File: config.mk
export PLATFORM = sky130hd
export DESIGN_NAME = fft_frame_ctrl
export DESIGN_NICKNAME = d
export VERILOG_FILES = /design/src/rtl/fft_frame_ctrl.sv
export SDC_FILE = /design/constraint.sdc
export NUM_CORES = 1
export LEC_CHECK = 0
export CORE_AREA = 10 10 411 413
export CTS_BUF_LIST = sky130_fd_sc_hd__clkbuf_16
export DETAILED_ROUTE_END_ITERATION = 10
export DIE_AREA = 0 0 421 423
export GPL_TIMING_DRIVEN = 0
export PLACE_DENSITY_LB_ADDON = 0.3
export SETUP_SLACK_MARGIN = 0.05
export SLEW_MARGIN = 20
export SYNTH_ARGS = -nofsm -noshare
export SYNTH_HDL_FRONTEND = slang
export SYNTH_SLANG_ARGS = --single-unit
File: constraint.sdc
create_clock -name clk -period 19.3 [get_ports clk]
set_clock_uncertainty 0.15 [all_clocks]
set_input_delay 1.93 -clock clk [delete_from_list [all_inputs] [get_ports clk]]
set_output_delay 1.93 -clock clk [all_outputs]
set_load 0.01 [all_outputs]
File: src/rtl/fft_frame_ctrl.sv
// rtl/fft_frame_ctrl.sv - frame sequencer in front of the FFT core; optional FFT_CTRL_HALF_EN (drain lower half only)
module fft_frame_ctrl #(
    parameter int SIZE = 16,
    parameter int IN_W = 12,
    parameter int RN   = 16,
    parameter int SKIP = 2
) (
    input  logic                            clk,
    input  logic                            reset,
    input  logic                            start,
    input  logic                            cont,
    input  logic [IN_W-1:0]                 s_data,
    input  logic                            s_valid,
    output logic                            s_ready,
    output logic [SIZE-1:0][1:0][RN-1:0]    fft_in,
    input  logic                            fft_done,
    input  logic [SIZE-1:0][1:0][RN-1:0]    fft_out,
    output logic [RN-1:0]                   m_re,
    output logic [RN-1:0]                   m_im,
    output logic [$clog2(SIZE)-1:0]         m_idx,
    output logic                            m_valid,
    input  logic                            m_ready,
    output logic                            m_last,
    output logic                            busy,
    output logic                            overrun
);

    localparam int IW = $clog2(SIZE);
`ifdef FFT_CTRL_HALF_EN
    // Real input: upper half of the spectrum is the conjugate mirror of the lower half.
    localparam int NBINS = SIZE / 2;
`else
    localparam int NBINS = SIZE;
`endif
    localparam int BW  = (NBINS > 1) ? $clog2(NBINS) : 1;
    localparam int SCW = $clog2(SKIP) + 1;

    localparam logic [IW-1:0]  WR_LAST   = IW'(SIZE - 1);
    localparam logic [IW-1:0]  RD_LAST   = IW'(NBINS - 1);
    localparam logic [SCW-1:0] SKIP_LAST = SCW'(SKIP - 1);

    localparam logic [1:0] ST_IDLE  = 2'd0;
    localparam logic [1:0] ST_FILL  = 2'd1;
    localparam logic [1:0] ST_WAIT  = 2'd2;
    localparam logic [1:0] ST_DRAIN = 2'd3;

    logic [1:0]     state;
    logic [IW-1:0]  wr_idx;
    logic [IW-1:0]  rd_idx;
    logic [SCW-1:0] skip_cnt;
    logic [RN-1:0]  res_re [NBINS];
    logic [RN-1:0]  res_im [NBINS];

    logic wr_fire;
    logic take;
    logic [RN-1:0] s_ext;

    assign wr_fire = (state == ST_FILL) && s_valid;
    // The first done seen in WAIT may belong to a computation that began before
    // the frame was complete, so only the SKIP-th one is trusted.
    assign take    = (state == ST_WAIT) && fft_done && (skip_cnt == SKIP_LAST);
    assign s_ext   = {{(RN - IN_W + 1){s_data[IN_W-1]}}, s_data[IN_W-2:0]};

    // Sequencer: frame fill, settle on the core, then drain bins.
    always_ff @(posedge clk) begin
        if (reset) begin
            state    <= ST_IDLE;
            wr_idx   <= '0;
            rd_idx   <= '0;
            skip_cnt <= '0;
        end else begin
            case (state)
                ST_IDLE: begin
                    if (start) begin
                        state  <= ST_FILL;
                        wr_idx <= '0;
                    end
                end
                ST_FILL: begin
                    if (s_valid) begin
                        wr_idx <= wr_idx + 1'b1;
                        if (wr_idx == WR_LAST) begin
                            state    <= ST_WAIT;
                            skip_cnt <= '0;
                        end
                    end
                end
                ST_WAIT: begin
                    if (fft_done) begin
                        skip_cnt <= skip_cnt + 1'b1;
                        if (skip_cnt == SKIP_LAST) begin
                            state  <= ST_DRAIN;
                            rd_idx <= '0;
                        end
                    end
                end
                ST_DRAIN: begin
                    if (m_ready) begin
                        if (rd_idx == RD_LAST) begin
                            rd_idx <= '0;
                            wr_idx <= '0;
                            state  <= cont ? ST_FILL : ST_IDLE;
                        end else begin
                            rd_idx <= rd_idx + 1'b1;
                        end
                    end
                end
                default: state <= ST_IDLE;
            endcase
        end
    end

    // Core input frame: written only while filling, held otherwise.
    always_ff @(posedge clk) begin
        if (reset) begin
            fft_in <= '0;
        end else if (wr_fire) begin
            fft_in[wr_idx][0] <= s_ext;
            fft_in[wr_idx][1] <= '0;
        end
    end

    // Result buffer: snapshot of the core output on the qualifying done.
    always_ff @(posedge clk) begin
        if (reset) begin
            for (int k = 0; k < NBINS; k++) begin
                res_re[k] <= '0;
                res_im[k] <= '0;
            end
        end else if (take) begin
            for (int k = 0; k < NBINS; k++) begin
                res_re[k] <= fft_out[k][0];
                res_im[k] <= fft_out[k][1];
            end
        end
    end

    // Sticky overrun: any sample offered while the controller cannot take it.
    always_ff @(posedge clk) begin
        if (reset) begin
            overrun <= 1'b0;
        end else if ((state == ST_IDLE) && start) begin
            overrun <= 1'b0;
        end else if (s_valid && ((state == ST_WAIT) || (state == ST_DRAIN) ||
                                 ((state == ST_IDLE) && cont))) begin
            overrun <= 1'b1;
        end
    end

    assign s_ready = (state == ST_FILL);
    assign m_valid = (state == ST_DRAIN);
    assign m_last  = (state == ST_DRAIN) && (rd_idx == RD_LAST);
    assign busy    = (state != ST_IDLE);
    assign m_idx   = rd_idx;
    assign m_re    = res_re[rd_idx[BW-1:0]];
    assign m_im    = res_im[rd_idx[BW-1:0]];

endmodule

==> results_dict.tcl <==
set metrics [dict create \
    period_share_pct 30.2 \
    ios 1084 \
    path_clk_slew_ns 0.06 \
    critPathKind "register to primary output" \
    insertion_delay_ns 0.73 \
    comb_power_share_pct 7.7 \
    postCtsHoldBufs 0 \
    dr.pass1.iters 5 \
    syn2layout_area_growth_pct 46.0 \
    layout-drive-gt1-share_pct 9.78 \
    cts_resized 0 \
    path_max_fanout 10 \
    syn_inst 2978 \
    grt_pass1_wl_mm 231 \
    worst-slew-pin-transition_ns 1.08 \
    syn-mean-instance-area_sq_um 12.7 \
    via_per_inst 4.24 \
    track_usage_pct 18.5 \
    hold_class "register to register" \
    worstPathArrival_ns 3.75 \
    vias 27400 \
    drt-initial-drc-count 2174 \
    io_buffers 1070 \
    worstPathCellList "buf_2 > clkbuf_1 > mux4_2 > a22oi_1 > nand2_1 > clkdlybuf4s50_1" \
    antenna_found_initial 47 \
    htree_levels 3 \
    gp_congestion 0.845 \
    ys_ff_latch 977 \
    hpwl_mm 136 \
    power.density_nw_per_um2 85.3 \
    grt_max_degree 58 \
    netSwitchingPower_mw 1.11 \
    grt_pass1_vias 28100 \
    wl_per_cell_microns 26.7 \
    die_y_microns 423 \
    r2r_slack_ns 15.79 \
    cp-start-kind "register" \
    ys_warn_count 0 \
    fp.dieArea_sq_um 178000 \
    hold_viol 0 \
    drc 0 \
    setup_violations 0 \
    fp.coreArea_sq_um 160000 \
    fmax_mhz 172 \
    syn_nets 3522 \
    cts-root-buf "clkbuf_16" \
    layout.nets 4719 \
    p_total_mw 4.69 \
    pwr-share-seq_pct 48.4 \
    cellLeakagePower_nw 19.4 \
    whs_ns 0.303 \
    die_x_microns 421 \
    cp.required_ns 17.22 \
    cts_tree "done" \
    p_clk_share_pct 43.9 \
    max-slew-margin-rel_pct 28.1 \
    ys_seq_area_share_pct 65.5 \
    num_rows 147 \
    ys_types 42 \
    antenna_left 0 \
    cts_buffer_depth 3 \
    fin_crit_ns 5.83 \
    routed_wl_mm 172 \
    p_int_mw 3.58 \
    cts_made_buffers 113 \
    slew_violations 0 \
    worstSetupEndpointType "primary output" \
    rsz0062_at_grt "false" \
    grt_overflow 0 \
    initial_utilization_pct 23.5 \
    switching_share_pct 23.7 \
    syn_area_sq_um 37700 \
    cts_setup_buffers 0 \
    cts_sinks 977 \
    status "completed" \
    vdd_drop_max_mv 0.0701 \
    crit_path_top_delay_cell "clkbuf_1" \
    cap_violations 0 \
    max_stage_delay_ns 0.62 \
]
[power groups by stage]
stage          combinational (mW)  clock [mW]  sequential, mW
6_report                    0.359        2.06            2.27
3_5_place_dp                0.365           0            2.32
5_1_grt                     0.384        2.18            2.28
2_1_floorplan               0.138           0            2.34
3_3_place_gp                0.358           0            2.36
4_1_cts                     0.368        2.11            2.27
[registers in the layout, indices dropped and copies added (netlist names), named ones only]
signal	count
res_im	256
fft_in	448
skip_cnt	2
m_idx	4
state	2
wr_idx	4
res_re	256
overrun	1
[final cells by class]
type,instances,area (sq um)
Multi-Input combinational cell,1724,11600
Timing Repair Buffer,1082,11000
Antenna cell,32,80.1
Fill cell,15900,105000
Sequential cell,977,24700
Tap cell,2160,2700
Buffer,267,1350
Clock buffer,117,2930
Inverter,10,37.5
Clock inverter,88,579
[cells in the mapped netlist]
master	instances	area share [%]
o31ai_1	2	0.040
o41ai_1	1	0.023
and2_1	577	9.6
buf_2	38	0.50
clkbuf_1	146	1.5
a32oi_1	1	0.023
a221o_1	1	0.027
nand3_1	15	0.20
a311o_1	1	0.027
o2bb2ai_1	1	0.023
a21oi_1	203	2.7
buf_1	7	0.070
a21o_1	1	0.020
o32a_1	1	0.027
nand2b_1	3	0.050
buf_6	1	0.030
nand4_1	5	0.083
ha_1	13	0.43
and3_1	4	0.066
or3_1	3	0.050
a31oi_1	1	0.017
o21ai_0	5	0.066
nor2_1	37	0.37
a41oi_1	1	0.023
edfxtp_1	512	41
a211oi_1	2	0.040
dfxtp_1	465	25
nor4_1	1	0.017
a22oi_1	64	1.3
mux4_2	128	7.7
inv_1	10	0.10
buf_4	75	1.5
a221oi_4	1	0.070
or2_2	2	0.033
nand2_1	442	4.4
nor2b_4	1	0.037
nor2b_1	200	3.3
nor3_1	3	0.040
o21a_1	1	0.020
nor3_2	1	0.027
a211o_1	1	0.023
a2bb2oi_1	1	0.023
[cell families (layout without fill, tap and decap cells)]
kind of cell,count (synthesis),count (layout),synth area share (%)
flops,977,977,65.5
mux,128,128,7.65
buf+inv,277,1564,3.65
other cells,0,32,0
compound gates,289,289,4.46
fa+ha+maj,13,13,0.432
simple gates,1294,1294,18.3
[worst paths after layout]
check | startpoint | to | depth (start not counted)
max | register | m_re[3] | 6
min | fft_in[138]$_SDFFE_PP0P_ | fft_in[138]$_SDFFE_PP0P_ | 2
max reg2reg | state[0]$_SDFFE_PP0P_ | res_re[1][1]$_SDFFCE_PN0P_ | 7
min reg2reg | fft_in[138]$_SDFFE_PP0P_ | fft_in[138]$_SDFFE_PP0P_ | 2
[layer usage]
layer | wire length (microns) | global-route usage (%) | part of all wire [%] | vias to the layer above
met1 | 60200 | 19.2 | 35 | 13400
met5 | 107 | 0 | 0.062 | -
met4 | 6540 | 7.88 | 3.8 | 20
li1 | - | - | - | 12600
met3 | 14200 | 5.99 | 8.3 | 236
met2 | 91100 | 33.9 | 53 | 1119
[per-stage QoR]
| stage | instances | TNS [ns] | worst slack [ns] | area, sq um | util [%] |
|---|---|---|---|---|---|
| 2_1_floorplan | 2978 | 0 | 3.63 | 37700 | - |
| 3_3_place_gp | 6208 | -1944.81 | -3.83 | 51100 | 31.9 |
| 3_5_place_dp | 6220 | 0 | 13.45 | 51400 | 32.1 |
| 4_1_cts | 6425 | 0 | 13.20 | 54900 | 34.3 |
| 5_1_grt | 6445 | 0 | 13.25 | 55000 | 34.3 |
| 6_report | 6457 | 0 | 13.47 | 55000 | 34.3 |
[worst max-delay path, delay by kind of cell (launching register included)]
kind	cells	cell delay, ns
AND/OR/NAND/NOR	1	0.16
buffers and inverters	3	1.50
multiplexers	1	0.41
flip-flops	1	0.32
AO/OA/AOI/OAI	1	0.62
[placed cells by master, fill, tap and decap left out, types with 6 or more instances in the layout]
cell / instances
mux4_2: 128
clkdlybuf4s50_1: 1070
clkbuf_16: 117
clkbuf_1: 142
and2_1: 577
clkinv_2: 14
ha_1: 13
clkinv_1: 28
nand2_1: 442
diode_2: 32
buf_16: 9
buf_4: 75
a21oi_1: 203
inv_1: 36
nor2b_1: 200
dfxtp_1: 465
edfxtp_1: 512
nand3_1: 15
buf_1: 6
nor2_1: 37
a22oi_1: 64
buf_2: 39
No activity file was read; power rests on OpenSTA's default activity.
==> patch 1, RTL diff (same flow settings) <==
`SIZE`: 16 -> 8.
--- a/src/rtl/fft_frame_ctrl.sv
+++ b/src/rtl/fft_frame_ctrl.sv
@@ -1,6 +1,6 @@
 // rtl/fft_frame_ctrl.sv - frame sequencer in front of the FFT core; optional FFT_CTRL_HALF_EN (drain lower half only)
 module fft_frame_ctrl #(
-    parameter int SIZE = 16,
+    parameter int SIZE = 8,
     parameter int IN_W = 12,
     parameter int RN   = 16,
     parameter int SKIP = 2
Ports: changed (resized fft_in, fft_out and m_idx); port bits go from 1084 to 571. The function was not compared with the original's and may differ.
==> patch 1 against the unedited design <==
Core utilization down 16 points. Final area fell by 46%. Total power down 45%. Final cell count is 33% lower. Synthesized area shrank 49%. Combinational power shrank 43%. Sequential cell count shrank 483. Worst setup slack got worse by 0.20 ns. Non-clock buffer count fell by 660. Clock power is 40% lower. Global-route usage shrank 8.9 points. Wire length fell by 49%. Largest power group is now the clock network. Highest routed layer is now met4.
==> patch 1: results <==
group,metric,value,unit
status,status,"completed",
critical_path,cpPeakStageDelay,0.84,ns
drt,ant_nets,0,
grt,antenna_found_initial,29,
placement,port-buffer-count,558,
grt,use_met1,8.685,%
worst_hold_path,hp-class,"reg -> reg",
drt,wl_met3,4248,µm
drt,dr.max_layer_used,"met4",
power_and_ir_drop,ir_drop,0.00005543,V
clock_network,insertion_delay,0.65,ns
critical_path,cp_slowest_cell,"clkbuf_1",
power_and_ir_drop,p_sw,0.6336,mW
clock_network,root_buffer,"clkbuf_16",
clock_network,ctsLongestPathBuffers,3,
logic_synthesis,synth-seq-area-share,64.94,%
logic_synthesis,synth.distinct_cells,31,
drt,routed_wl,87820,µm
placement,dpl.hpwl,67440,µm
finish,nets,2356,
finish,drive_gt1_share,12.02,%
finish,fill_cells,17535,
logic_synthesis,synth_common_cells,"324 x and2_1, 256 x edfxtp_1, 238 x dfxtp_1, 99 x nand2_1, 75 x clkbuf_1",
drt,firstDrtPassIters,6,
drt,drtIter0Drc,615,
power_and_ir_drop,leakage,10.23,nW
drt,vias_per_cell,3.021,
grt,grt_pass1_vias,13870,
logic_synthesis,synth_edf_count,256,
drt,met2WireLength,51160,µm
critical_path,arrival,3.95,ns
power_and_ir_drop,clock_power,1.24,mW
placement,place_area,27620,µm²
critical_path,critPathTopFamily,"buffers and inverters",
grt,grtUsageMet3,2.533,%
finish,top_regs,"fft_in (224), res_im (128), res_re (128)",
drt,wl_met1,28920,µm
clock_network,post_cts_buffers,0,
grt,grt_pass1_wl,116800,µm
clock_network,cts_resized,0,
grt,grt_max_degree,41,
clock_network,clk_pin_slew,0.05,ns
timing,max_slew_margin,20.51,%
clock_network,cts_buffers,68,
logic_synthesis,synth_nets,1721,
power_and_ir_drop,p_seq_share,44.1,%
grt,grt_use_total,9.530,%
logic_synthesis,synth.area.top_cells,"edfxtp_1 40%, dfxtp_1 25%, and2_1 11%",
placement,gp_congestion,0.7282,
grt,met2_usage,18.92,%
==> patch 1: cell count changes in the layout (fill, tap and decap cells not counted), moves of 130 or more <==
cell	before	now
a21oi_1	203	54
edfxtp_1	512	256
nand2_1	442	99
nor2b_1	200	70
clkdlybuf4s50_1	1070	558
and2_1	577	324
dfxtp_1	465	238
==> patch 1: metrics by stage <==
stage	instances	setup slack [ns]	utilization, %	power [mW]
6_report	4299	13.27	18.61	2.590
5_1_grt	4296	13.07	18.61	2.713
4_1_cts	4281	13.02	18.59	2.668
3_5_place_dp	4159	13.40	17.24	1.378
3_3_place_gp	4152	4.183	17.14	1.387
2_1_floorplan	1434	9.888	-	1.254
==> patch 1: cell type report <==
class / count / area (µm²) / area share (%)
timing repair buffer: 565 / 5725 / 19.20
buffer: 124 / 620.6 / 2.081
antenna: 18 / 45.04 / 0.1511
multi-input combinational: 811 / 6102 / 20.46
clock buffer: 69 / 1727 / 5.791
sequential: 494 / 12450 / 41.76
tap: 2160 / 2703 / 9.063
inverter: 5 / 18.77 / 0.06294
clock inverter: 53 / 425.4 / 1.427
==> patch 1: path summary, 6_finish.rpt <==
check / startpoint / endpoint / slack, ns / depth (start not counted)
max: flip-flop / m_re[7] / 13.27 / 5
min reg2reg: fft_in[9] / fft_in[9] / 0.30 / 2
max reg2reg: state[0] / res_re[1][2] / 16.28 / 7
min: fft_in[9] / fft_in[9] / 0.30 / 2
==> patch 1: cell families after synthesis <==
| kind of cell | share of synthesized area [%] |
|---|---|
| flip-flops | 64.94 |
| multiplexers | 12.27 |
| buffers and inverters | 3.295 |
| AND/OR/NAND/NOR | 16.87 |
| adder cells (fa/ha/maj) | 0.7830 |
| AO/OA/AOI/OAI | 1.847 |
==> patch 2, RTL diff (same settings) <==
Without the edit above. Put one more register stage on the output `overrun`, cleared by the reset. The value now appears one clock later. The other outputs are not delayed to match.
--- a/src/rtl/fft_frame_ctrl.sv
+++ b/src/rtl/fft_frame_ctrl.sv
@@ -43,6 +43,8 @@
     localparam logic [1:0] ST_FILL  = 2'd1;
     localparam logic [1:0] ST_WAIT  = 2'd2;
     localparam logic [1:0] ST_DRAIN = 2'd3;
+
+    logic overrun_s0;
 
     logic [1:0]     state;
     logic [IW-1:0]  wr_idx;
@@ -138,12 +140,12 @@
     // Sticky overrun: any sample offered while the controller cannot take it.
     always_ff @(posedge clk) begin
         if (reset) begin
-            overrun <= 1'b0;
+            overrun_s0 <= 1'b0;
         end else if ((state == ST_IDLE) && start) begin
-            overrun <= 1'b0;
+            overrun_s0 <= 1'b0;
         end else if (s_valid && ((state == ST_WAIT) || (state == ST_DRAIN) ||
                                  ((state == ST_IDLE) && cont))) begin
-            overrun <= 1'b1;
+            overrun_s0 <= 1'b1;
         end
     end
 
@@ -155,5 +157,13 @@
     assign m_re    = res_re[rd_idx[BW-1:0]];
     assign m_im    = res_im[rd_idx[BW-1:0]];
 
+    always_ff @(posedge clk) begin
+        if (reset) begin
+            overrun <= '0;
+        end else begin
+            overrun <= overrun_s0;
+        end
+    end
+
 endmodule
 
Function: not settled (the Yosys comparison gave no result); the edit may change what the design does.
==> patch 2 against the unedited design <==
Sequential cell count rose by 1. Synthesized area hardly changed. Final area shrank 0.30%. Die area is the same. First-iteration DRC count shrank 8.8%. Wire length fell by 1.1%. Hold slack barely moved. Total power down 2.1%. Worst setup slack got worse by 0.072 ns. Critical path depth stayed put. Non-clock buffer count shrank 1. Critical endpoint is now m_im[8].
==> patch 2: results <==
group,metric,value,unit
grt,grt_max_degree,57,
clock_network,cts_buffers,111,
logic_synthesis,synth-seq-area-share,65.53,%
finish,sh_seq_area,45.06,%
placement,place_area,51430,µm²
grt,grt_use_total,18.36,%
worst_hold_path,hold_end,"fft_in[378]",
finish,n_all_buffers,1348,
logic_synthesis,synth_nets,3524,
logic_synthesis,synth.area.top_cells,"edfxtp_1 41%, dfxtp_1 25%, and2_1 9.6%",
power_and_ir_drop,leakage,19.30,nW
drt,vias,27395,
finish,design_area,54820,µm²
critical_path,rrSetupSlack,15.92,ns
critical_path,r2r_end,"res_im[4][9]",
power_and_ir_drop,p_seq_share,49.5,%
timing,worst_pin_slew,1.145,ns
status,status,"completed",
critical_path,r2r_start,"state[0]",
clock_network,insertion_delay,0.71,ns
power_and_ir_drop,p_sw,1.092,mW
worst_hold_path,whs_path_depth,1,
finish,nets,4718,
finish,multi_input_area,11630,µm²
placement,place_ws,13.16,ns
timing,whs,0.3033,ns
finish,n_antenna_cell,22,
finish,multi_input_gates,1725,
placement,gp_congestion,0.8314,
finish,clock_area_share,6.096,%
critical_path,arrival,3.82,ns
drt,routedWlPerCell,26.44,µm
finish,fill_cells,15918,
grt,antenna_found_initial,39,
power_and_ir_drop,ir_drop,0.00007568,V
critical_path,endpoint,"m_im[8]",
power_and_ir_drop,power.share.switching,23.75,%
timing,post-route-period-util,30.57,%
grt,grt_pass1_vias,28286,
logic_synthesis,synth_common_cells,"577 x and2_1, 512 x edfxtp_1, 466 x dfxtp_1, 442 x nand2_1, 203 x a21oi_1",
placement,dpl.hpwl,135000,µm
worst_hold_path,min_from,"fft_in[378]",
finish,drive_gt1_share,9.744,%
grt,grt_pass1_wl,231600,µm
==> patch 2: layer usage <==
metal	up-vias	global-route usage, %	share of wire, %
met4	6	6.131	3.2
li1	12576	-	-
met5	-	0	0.023
met3	229	5.513	7.3
met1	13563	19.45	36
met2	1021	34.34	54
==> patch 2: cells by family (layout without fill, tap and decap cells) <==
kind of cell    Yosys count  in the layout  synth area share [%]
fa+ha+maj                13             13                0.4314
flops                   978            978                 65.53
other cells               0             22                     0
simple gates           1295           1295                 18.28
buf+inv                 277           1556                 3.657
mux                     128            128                 7.646
compound gates          289            289                 4.460
==> patch 2: through the flow <==
stage          setup TNS, ns  instances
4_1_cts                    0       6419
3_5_place_dp               0       6221
3_3_place_gp        -2047.17       6210
2_1_floorplan              0       2980
6_report                   0       6441
5_1_grt                    0       6435
==> patch 2: worst max-delay path, cell delays in order (launching register included) <==
cell and delay, ns:
dfxtp_1 0.32, buf_2 0.35, buf_1 0.79, mux4_2 0.51, a22oi_1 0.43, nand2_1 0.14, clkdlybuf4s50_1 0.55
